$ cat src/rtl/aib_adapt_pkg.sv
// Shared definitions for the AIB adapter TX channel gearbox.
// Mode encodings, FSM state type and ratio helper.
package aib_adapt_pkg;

  localparam int DW_DEF   = 80;
  localparam int MAXR_DEF = 4;

  localparam logic [1:0] MODE_1TO1 = 2'b00;
  localparam logic [1:0] MODE_2TO1 = 2'b01;
  localparam logic [1:0] MODE_4TO1 = 2'b10;
  localparam logic [1:0] MODE_REG  = 2'b11;

  typedef enum logic {
    ST_IDLE,
    ST_RUN
  } gbx_state_t;

  // Index of the last beat of a word (ratio - 1).
  function automatic logic [1:0] last_pos(input logic [1:0] m);
    case (m)
      MODE_2TO1: return 2'd1;
      MODE_4TO1: return 2'd3;
      default:   return 2'd0;
    endcase
  endfunction

endpackage

$ cat src/rtl/aib_adapt_sfifo.sv
// Synchronous queue holding whole wide words.
// Read data is the head entry, valid whenever not empty.
module aib_adapt_sfifo
  import aib_adapt_pkg::*;
#(
  parameter int W     = DW_DEF * MAXR_DEF,
  parameter int DEPTH = 4,
  localparam int FW   = $clog2(DEPTH + 1),
  localparam int AW   = $clog2(DEPTH)
) (
  input  logic          clk,
  input  logic          rst,
  input  logic          push,
  input  logic          pop,
  input  logic [W-1:0]  wdata,
  output logic [W-1:0]  rdata,
  output logic [FW-1:0] fill,
  output logic          full,
  output logic          empty
);

  logic [W-1:0]  mem [DEPTH];
  logic [AW-1:0] wp;
  logic [AW-1:0] rp;
  logic          do_push;
  logic          do_pop;

  assign full    = (fill == FW'(DEPTH));
  assign empty   = (fill == '0);
  assign do_push = push & ~full;
  assign do_pop  = pop & ~empty;
  assign rdata   = mem[rp];

  always_ff @(posedge clk) begin
    if (do_push) mem[wp] <= wdata;
  end

  always_ff @(posedge clk) begin
    if (rst) begin
      wp   <= '0;
      rp   <= '0;
      fill <= '0;
    end else begin
      if (do_push) wp <= wp + 1'b1;
      if (do_pop)  rp <= rp + 1'b1;
      fill <= fill + FW'(do_push) - FW'(do_pop);
    end
  end

endmodule

$ cat src/rtl/aib_adapt_txchnl_gbx.sv
// TX channel gearbox: queues wide words and serialises them
// into 1/2/4 beats, with marker, swap and register bypass.
module aib_adapt_txchnl_gbx
  import aib_adapt_pkg::*;
#(
  parameter int DW    = DW_DEF,
  parameter int MAXR  = MAXR_DEF,
  parameter int DEPTH = 4,
  parameter int MKW   = 7,
  localparam int FW   = $clog2(DEPTH + 1)
) (
  input  logic               clk,
  input  logic               rst,
  input  logic [1:0]         cfg_mode,
  input  logic               cfg_wm_en,
  input  logic [MKW-1:0]     cfg_mkbit,
  input  logic               cfg_swap_en,
  input  logic [DW*MAXR-1:0] din,
  input  logic               din_valid,
  output logic               din_ready,
  output logic [DW-1:0]      dout,
  output logic               dout_valid,
  output logic               ovf_sticky,
  output logic               unf_sticky,
  output logic [FW-1:0]      fill
);

  gbx_state_t          state;
  logic [1:0]          cnt;
  logic [1:0]          sh_mode;
  logic                sh_wm;
  logic                sh_swap;
  logic [MKW-1:0]      sh_mk;

  logic                idle;
  logic [1:0]          mode;
  logic                wm;
  logic                swap;
  logic [MKW-1:0]      mk;
  logic                byp;
  logic [1:0]          lastp;
  logic                wrap;
  logic [1:0]          np;
  logic [1:0]          sel;
  logic                load;
  logic                push;
  logic                pop;
  logic                full;
  logic                empty;
  logic [DW*MAXR-1:0]  head;
  logic [DW-1:0]       beat;

  aib_adapt_sfifo #(
    .W     (DW * MAXR),
    .DEPTH (DEPTH)
  ) u_fifo (
    .clk   (clk),
    .rst   (rst),
    .push  (push),
    .pop   (pop),
    .wdata (din),
    .rdata (head),
    .fill  (fill),
    .full  (full),
    .empty (empty)
  );

  // Live config in IDLE, frozen shadow copy while a stream runs.
  always_comb begin
    idle  = (state == ST_IDLE);
    mode  = idle ? cfg_mode    : sh_mode;
    wm    = idle ? cfg_wm_en   : sh_wm;
    swap  = idle ? cfg_swap_en : sh_swap;
    mk    = idle ? cfg_mkbit   : sh_mk;
    byp   = idle & (mode == MODE_REG);
    lastp = last_pos(mode);
    wrap  = ~idle & (cnt == lastp);
    np    = (idle | wrap) ? 2'd0 : cnt + 2'd1;
    load  = idle ? (~byp & ~empty) : (~wrap | ~empty);
    pop   = load & (np == lastp);
    sel   = (swap && lastp == 2'd1) ? {1'b0, ~np[0]} : np;
    beat  = head[int'(sel)*DW +: DW];
    if (wm && lastp != 2'd0 && int'(mk) < DW)
      beat[mk] = (np == 2'd0);
  end

  assign din_ready = ~rst & (byp | ~full);
  assign push      = din_valid & din_ready & ~byp;

  always_ff @(posedge clk) begin
    if (rst) begin
      state      <= ST_IDLE;
      cnt        <= 2'd0;
      sh_mode    <= MODE_1TO1;
      sh_wm      <= 1'b0;
      sh_swap    <= 1'b0;
      sh_mk      <= '0;
      dout       <= '0;
      dout_valid <= 1'b0;
      ovf_sticky <= 1'b0;
      unf_sticky <= 1'b0;
    end else begin
      if (din_valid & ~din_ready) ovf_sticky <= 1'b1;
      if (idle) begin
        sh_mode <= cfg_mode;
        sh_wm   <= cfg_wm_en;
        sh_swap <= cfg_swap_en;
        sh_mk   <= cfg_mkbit;
      end
      if (byp) begin
        dout       <= din[DW-1:0];
        dout_valid <= din_valid;
      end else if (load) begin
        dout       <= beat;
        dout_valid <= 1'b1;
        cnt        <= np;
        state      <= ST_RUN;
      end else begin
        dout       <= '0;
        dout_valid <= 1'b0;
        cnt        <= 2'd0;
        state      <= ST_IDLE;
        // A word arriving this edge means the stream did not starve.
        if (wrap & ~din_valid) unf_sticky <= 1'b1;
      end
    end
  end

endmodule

$ cat config.mk
export PLATFORM = sky130hd
export DESIGN_NAME = aib_adapt_txchnl_gbx
export DESIGN_NICKNAME = d
export VERILOG_FILES = /design/src/rtl/aib_adapt_pkg.sv /design/src/rtl/aib_adapt_sfifo.sv /design/src/rtl/aib_adapt_txchnl_gbx.sv
export SDC_FILE = /design/constraint.sdc
export NUM_CORES = 1
export LEC_CHECK = 0
export BUFFER_PORTS_ARGS = -buffer_cell sky130_fd_sc_hd__buf_2
export CORE_MARGIN = 1
export CORE_UTILIZATION = 40
export DETAILED_ROUTE_END_ITERATION = 7
export HOLD_SLACK_MARGIN = 0.02
export PLACE_DENSITY = 0.67
export SLEW_MARGIN = 15
export SYNTH_ARGS = -nofsm -noshare
export SYNTH_HDL_FRONTEND = slang
export SYNTH_SLANG_ARGS = --single-unit
$ cat constraint.sdc
create_clock -name clk -period 12.3 [get_ports clk]
set_clock_uncertainty 0.15 [all_clocks]
set_input_delay 1.23 -clock clk [delete_from_list [all_inputs] [get_ports clk]]
set_output_delay 1.23 -clock clk [all_outputs]
set_load 0.05 [all_outputs]
==> results of run 1 <==
through the flow:
| stage | hold slack, ns | cell area [um^2] |
|---|---|---|
| floorplan | 0.315 | 53600 |
| global placement | 0.303 | 57700 |
| detailed placement | 0.318 | 57700 |
| CTS | 0.335 | 62400 |
| global route | 0.363 | 62400 |
| finish | 0.329 | 62500 |
worst min-delay path, delay by kind of cell, from the launching register on:
kind	cells	cell delay (ns)
flops	1	0.33
simple gates	2	0.12
area by class of cell:
type | instances | area, um^2 | area share
flip-flops and latches | 1386 | 40600 | 0.649
multi-input cells | 969 | 12400 | 0.199
clock buffers | 198 | 3890 | 0.0623
repair buffers | 464 | 2490 | 0.0399
well taps | 1755 | 2200 | 0.0352
clock inverters | 71 | 776 | 0.0124
diodes | 26 | 65.1 | 0.00104
inverters | 12 | 45.0 | 0.000721
cell families after synthesis:
kind of cell	count (synthesis)
AO/OA/AOI/OAI	279
adder cells (fa/ha/maj)	10
flip-flops	1386
XOR/XNOR	7
buffers and inverters	159
AND/OR/NAND/NOR	101
multiplexers	572
power groups by stage:
stage / logic (W) / clock network, W / registers, W
floorplan: 0.00141 / 0 / 0.00611
global placement: 0.00254 / 0 / 0.00575
detailed placement: 0.00256 / 0 / 0.00575
CTS: 0.00257 / 0.00440 / 0.00566
global route: 0.00269 / 0.00456 / 0.00568
finish: 0.00254 / 0.00429 / 0.00566
routing by layer:
metal / up-vias / GRT usage / routed length, um
li1: 11500 / - / -
met2: 1193 / 0.307 / 64300
met1: 14300 / 0.278 / 56300
met3: 324 / 0.0899 / 16900
met5: - / 0 / 644
met4: 102 / 0.0668 / 4010
state kept, by name, summed over array words and instances (netlist names), named ones only:
register and flops:
u_fifo.rp 2, sh_wm 1, unf_sticky 1, state 1, sh_mk 7, dout_valid 1, cnt 2, u_fifo.mem 1280
u_fifo.fill 3, sh_mode 2, u_fifo.wp 2, sh_swap 1, dout 80, ovf_sticky 1
Yosys cell counts (all sizes together) (2+ instances only):
master   instances
mux2i          171
and3b            2
nand2b          10
a21oi           13
mux2            81
edfxtp        1280
a2bb2oi          2
nor2            27
nor3b            2
o32ai            3
clkbuf         108
a32oi           79
nand2           28
xnor2            5
o21ai          160
inv             12
nor2b            8
dfxtp          106
mux4           320
o22ai            6
nor3             4
and2            14
nand3            3
a21o             3
ha               9
buf             39
xor2             2
o221ai           2
how the worst max path moves through the flow:
stage	start	end	slack, ns	depth (start not counted)
4_1_cts	state$_SDFFE_PP0N_	u_fifo.mem[1][4]$_DFFE_PP_	7.01	10
3_5_place_dp	cfg_mode[1]	u_fifo.mem[1][241]$_DFFE_PP_	6.42	10
2_1_floorplan	state$_SDFFE_PP0N_	u_fifo.mem[1][0]$_DFFE_PP_	1.56	11
6_report	state$_SDFFE_PP0N_	u_fifo.mem[1][95]$_DFFE_PP_	7.05	10
5_1_grt	state$_SDFFE_PP0N_	u_fifo.mem[1][252]$_DFFE_PP_	6.66	10
3_3_place_gp	cfg_mode[0]	u_fifo.mem[1][241]$_DFFE_PP_	6.42	10
==> impl_results.md, run 1 <==
- Vias per inst: 5.62
- Synth top area cells: edfxtp_1 72%, mux4_2 13%, dfxtp_1 4.0%
- Layout Nets: 3321
- Hold path cells: 2
- Yosys cell types: 49
- Gate Count Post-Synth: 2514
- DIE WIDTH: 368 um
- Hold Startpoint: unf_sticky$_SDFFE_PP0P_
- PwrDens: 200 mW/mm^2
- Worst-Margin Slew: 1.13 ns
- Clock power share: 0.344
- Most numerous cell on the critical path: buf_4
- Port-buffer cells: 420
- MaxCap Viol Count: 0
- Filler cell count: 10900
- Final setup viols: 0
- Outcome: finished, final reports clean
- Area Overhead vs Synth: 16.5%
- Commonest non-fill, non-tap cell in the layout: edfxtp_1
- CTS tree: built
- Commonest non-fill, non-tap cells in the layout: 1280 x edfxtp_1, 420 x buf_2, 320 x mux4_2, 171 x mux2i_1, 146 x clkbuf_16
- Fin crit period: 5.25 ns
- Worst setup EP type: register
- Syn Area/Cell: 21.3 um^2
- Mux cell area share after synthesis: 0.183
- Setup TNS: 0 ns
- Seq pwr share: 0.453
- Initial antenna violation count: 97
- CP Max Fanout: 59
- LEAKAGE: 20.7 nW
- Synth Area in Compound Gates: 0.0332
- FP Rows: 133
- Switching part of the total: 0.293
- Gate power share: 0.204
- Register area share after synthesis: 0.756
- WP data required: 12.54 ns
- Ports: 421
- Drt pass-1 iters: 5
- Main combinational cell family by area after synthesis: multiplexers
- Pins Over Slew Limit: 0
- Via count: 27400
- Worst rel slew slack: 0.248
- Arrival time of the worst setup path: 5.50 ns
- Final HPWL DP: 86.5 mm
- Final hold violations: 0
- Drt first-iter violations: 2769
- Delay-heaviest family, CP: buffers and inverters
- CTS sink count: 1386
- Initial core utilization: 0.405
- GRT Overall Usage: 0.208
- Area share of and/or/nand/nor cells after synthesis: 0.00926
- Crit Path Class: reg -> reg
- Clock-pin slew on the worst setup and hold paths: 0.06 ns
- DRT Wirelength: 142 mm
- Pre-CTS WS: 6.42 ns
- Number of cells after detailed placement: 4586
- Synth Area in XOR/XNOR: 0.00128
- Final period util: 0.427
- Layout cell share with drive strength beyond 1: 0.349
- Root Buffer Master: clkbuf_16
- Crit-path cells: buf_4 > mux2i_1 > inv_1 > ha_1 > nand2b_1 > nand2_1 > nor3_1 > and2_4 > buf_4 > buf_4
- Adder-Cell Fraction of Synth Area: 0.00247
- Cell type with the largest total area after synthesis: edfxtp_1
- Syn Nets: 2858
- Drt wl/cell: 29.1 um
- Reg-to-reg slack, setup: 7.05 ns
- CTS buffer count: 144
- R2r endpoint: u_fifo.mem[1][95]$_DFFE_PP_
- Sw Pwr: 0.00367 W
- Die H: 368 um
- Slowest cell on crit path: buf_4
- Synth async-reset ratio: 0
- # DRC: 0
- Synth Flop Type: edfxtp_1
- Fin cells: 4881
- Hold Path Sink: unf_sticky$_SDFFE_PP0P_
- Area fraction of the dominant cell type after synthesis: 0.717
- Cell Area, Synth: 0.0536 mm^2
- #FFs+latches synth: 1386
- First-pass GRT wire length: 200 mm
- ANT nets after route: 0
- Util after Layout: 0.472
- Vias in the first global route: 27500
- EDFF count, synth: 1280
- Worst Hold Class: reg -> reg
- Final Power: 0.0125 W
- Clock Latency Late Sink: 0.78 ns
- Maximum VDD drop: 0.000179 V
- Largest net degree at the start of global routing: 151
- Final GP Congestion: 0.790
- Core Footprint: 0.132 mm^2
- CP bufs+invs: 4
- Cell depth of the worst flop-to-flop path: 10
- Post-CTS Setup Inserts: 0
- Post_cts resized: 0
- Synth warn: 0
- Element type at the critical path start: register
- Total internal power: 0.00883 W
- PnR worst setup slack: 7.05 ns
- CP max stage delay: 0.78 ns
- Reg2reg start: state$_SDFFE_PP0N_
- RSZ-0062 raised after global routing: no
- Max frequency: 0.190 GHz
- CTS Hold Bufs: 0
- Die area: 0.136 mm^2
- GRT overflow: 0
- Max clock buf depth: 3
- H-tree levels: 4
Power figures use the tool's default switching activity.
==> run 2: changes to the inputs <==
Clock period 12.3 ns to 5.15 ns, I/O delays scaled along.
==> impl_results.md, run 2 (synthesis gave the netlist of run 1 again) <==
- Number of cells after detailed placement: 4610 (+0.52%)
- Fin crit period: 3.91 ns
- Final Cell Area: 0.0663 mm^2 (+6.2%)
- Initial core utilization: 0.405 (unchanged)
- Pins Over Slew Limit: 0 (unchanged)
- Layout Nets: 3677 (+11%)
- Final HPWL DP: 86.6 mm (about the same)
- Max frequency: 0.256 GHz
- Slowest cell on crit path: dlygate4sd3_1
- Root Buffer Master: clkbuf_16
- Drt pass-1 iters: 5 (unchanged)
- RSZ-0062 raised after global routing: no
- Clock-pin slew on the worst setup and hold paths: 0.07 ns (about the same)
- Drt first-iter violations: 2762 (-0.25%)
- Worst Hold Class: in -> reg
- Reg with most FFs: u_fifo.mem
- Crit Path Class: in -> reg
- Initial antenna violation count: 45 (-54%)
- CTS buffer count: 145 (+0.69%)
- Port-buffer cells: 420 (unchanged)
- Area Overhead vs Synth: 23.7%
- Final setup viols: 0 (unchanged)
- Layout cell share with drive strength beyond 1: 0.325 (-0.0244)
- Vias per inst: 5.48 (-2.5%)
- DRT Wirelength: 143 mm (+0.60%)
- Maximum VDD drop: 0.000429 V (+140%)
- Max reg flops: 1280 (unchanged)
- Core Footprint: 0.132 mm^2 (unchanged)
- Final GP Congestion: 0.787 (-0.41%)
- Largest regs: u_fifo.mem: 1280 flops, dout: 80 flops, sh_mk: 7 flops
- Vias in the first global route: 29400 (+7.1%)
- First-pass GRT wire length: 204 mm (+1.7%)
- Commonest non-fill, non-tap cell in the layout: edfxtp_1
- Post-CTS Setup Inserts: 0 (unchanged)
- PwrDens: 456 mW/mm^2 (+130%)
- Worst rel slew slack: 0.190 (-0.0578)
- Crit-path cells: dlygate4sd3_1 > buf_2 > mux2i_1 > inv_1 > ha_1 > o21ai_0 > mux2i_1 > a21oi_1 > a21boi_0 > nor3_1 > ha_1 > inv_1 > ha_1 > fa_1 > xnor2_1 > xnor2_1 > nor2_1
- Worst setup EP type: register
- CTS Hold Bufs: 331 (+331)
- Via count: 28700 (+4.6%)
- # DRC: 0 (unchanged)
- CTS sink count: 1386 (unchanged)
- Die H: 368 um (unchanged)
- Post_cts resized: 0 (unchanged)
- Largest net degree at the start of global routing: 108 (-28%)
- Clock Latency Late Sink: 0.78 ns (about the same)
- H-tree levels: 4 (unchanged)
- FP Rows: 133 (unchanged)
- Drt wl/cell: 27.3 um (-6.2%)
- CTS tree: built
- Placed Area: 0.0583 mm^2 (+0.95%)
- Ports: 421 (unchanged)
- Setup TNS: 0 ns (unchanged)
- WP data required: 5.64 ns (-6.90 ns)
- Element type at the critical path start: input port
- Outcome: finished, final reports clean
- CP max stage delay: 0.58 ns (-0.20 ns)
- Final period util: 0.759
- MaxCap Viol Count: 0 (unchanged)
- CP Max Fanout: 10 (-83%)
- GRT overflow: 0 (unchanged)
- Worst-Margin Slew: 1.21 ns (+0.0829 ns)
- GRT Overall Usage: 0.209 (+0.000765)
- Max clock buf depth: 3 (unchanged)
- DIE WIDTH: 368 um (unchanged)
- Util after Layout: 0.502 (+0.0293)
- Arrival time of the worst setup path: 4.40 ns (-1.10 ns)
- Final hold violations: 0 (unchanged)
- ANT nets after route: 0 (unchanged)
- Commonest non-fill, non-tap cells in the layout: 1280 x edfxtp_1, 420 x buf_2, 331 x dlygate4sd3_1, 320 x mux4_2, 171 x mux2i_1
- Filler cell count: 10500 (-3.3%)
- LEAKAGE: 22.3 nW (+7.8%)
- Most numerous cell on the critical path: ha_1
- Fin cells: 5234 (+7.2%)
- Die area: 0.136 mm^2 (unchanged)
## run 2: changes by cell type in the layout (fill, tap and decap cells not counted), sizes merged
cell,change
dlygate4sd3,+331
buf,+24
clkinvlp,+4
clkbuf,-2
clkinv,-2
inv,-2
## run 2: layout make-up
type	count	area [um^2]	area share
flip-flops and latches	1386	40600	0.611
multi-input cells	969	12400	0.188
repair buffers	819	6350	0.0957
clock buffers	196	3970	0.0599
well taps	1755	2200	0.0331
clock inverters	71	711	0.0107
diodes	26	65.1	0.000981
inverters	12	45.0	0.000679
## run 2: worst max-delay path, delay by kind of cell
kind	cells	cell delay, ns
AND/OR/NAND/NOR	2	0.16
XOR/XNOR	2	0.34
multiplexers	2	0.46
buffers and inverters	4	0.86
AO/OA/AOI/OAI	3	0.63
adder cells (fa/ha/maj)	4	1.43
## run 2: per-stage QoR
| step | worst slack [ns] | power, W | hold slack (ns) |
|---|---|---|---|
| 2_1_floorplan | 0.0825 | 0.0178 | 0.315 |
| 3_3_place_gp | 1.10 | 0.0199 | 0.305 |
| 3_5_place_dp | 1.08 | 0.0200 | 0.312 |
| 4_1_cts | 1.25 | 0.0305 | 0.0738 |
| 5_1_grt | 0.925 | 0.0312 | 0.130 |
| 6_report | 1.24 | 0.0302 | 0.109 |
## run 2: metal layers
metal,GRT usage,vias up,wire length (um)
met3,0.0750,227,14600
li1,-,12300,-
met5,0,-,272
met4,0.0613,46,3190
met1,0.281,14900,58700
met2,0.319,1223,66200
## run 2: worst paths after layout
path | from | endpoint | slack (ns) | cells past startpoint
worst max register to register | state$_SDFFE_PP0N_ | u_fifo.fill[2]$_SDFF_PP0_ | 1.25 | 15
worst max-delay path | cfg_mode[1] | u_fifo.fill[2]$_SDFF_PP0_ | 1.24 | 17
worst min register to register | unf_sticky$_SDFFE_PP0P_ | unf_sticky$_SDFFE_PP0P_ | 0.32 | 2
worst min-delay path | rst | sh_mk[2]$_SDFF_PP0_ | 0.11 | 2
## run 2: power by group
group	internal (W)	total, W	switching, W	leakage (nW)
Clock	0.00595	0.0103	0.00433	2.28
Sequential	0.0131	0.0135	0.000371	12.5
Combinational	0.00235	0.00644	0.00410	7.55
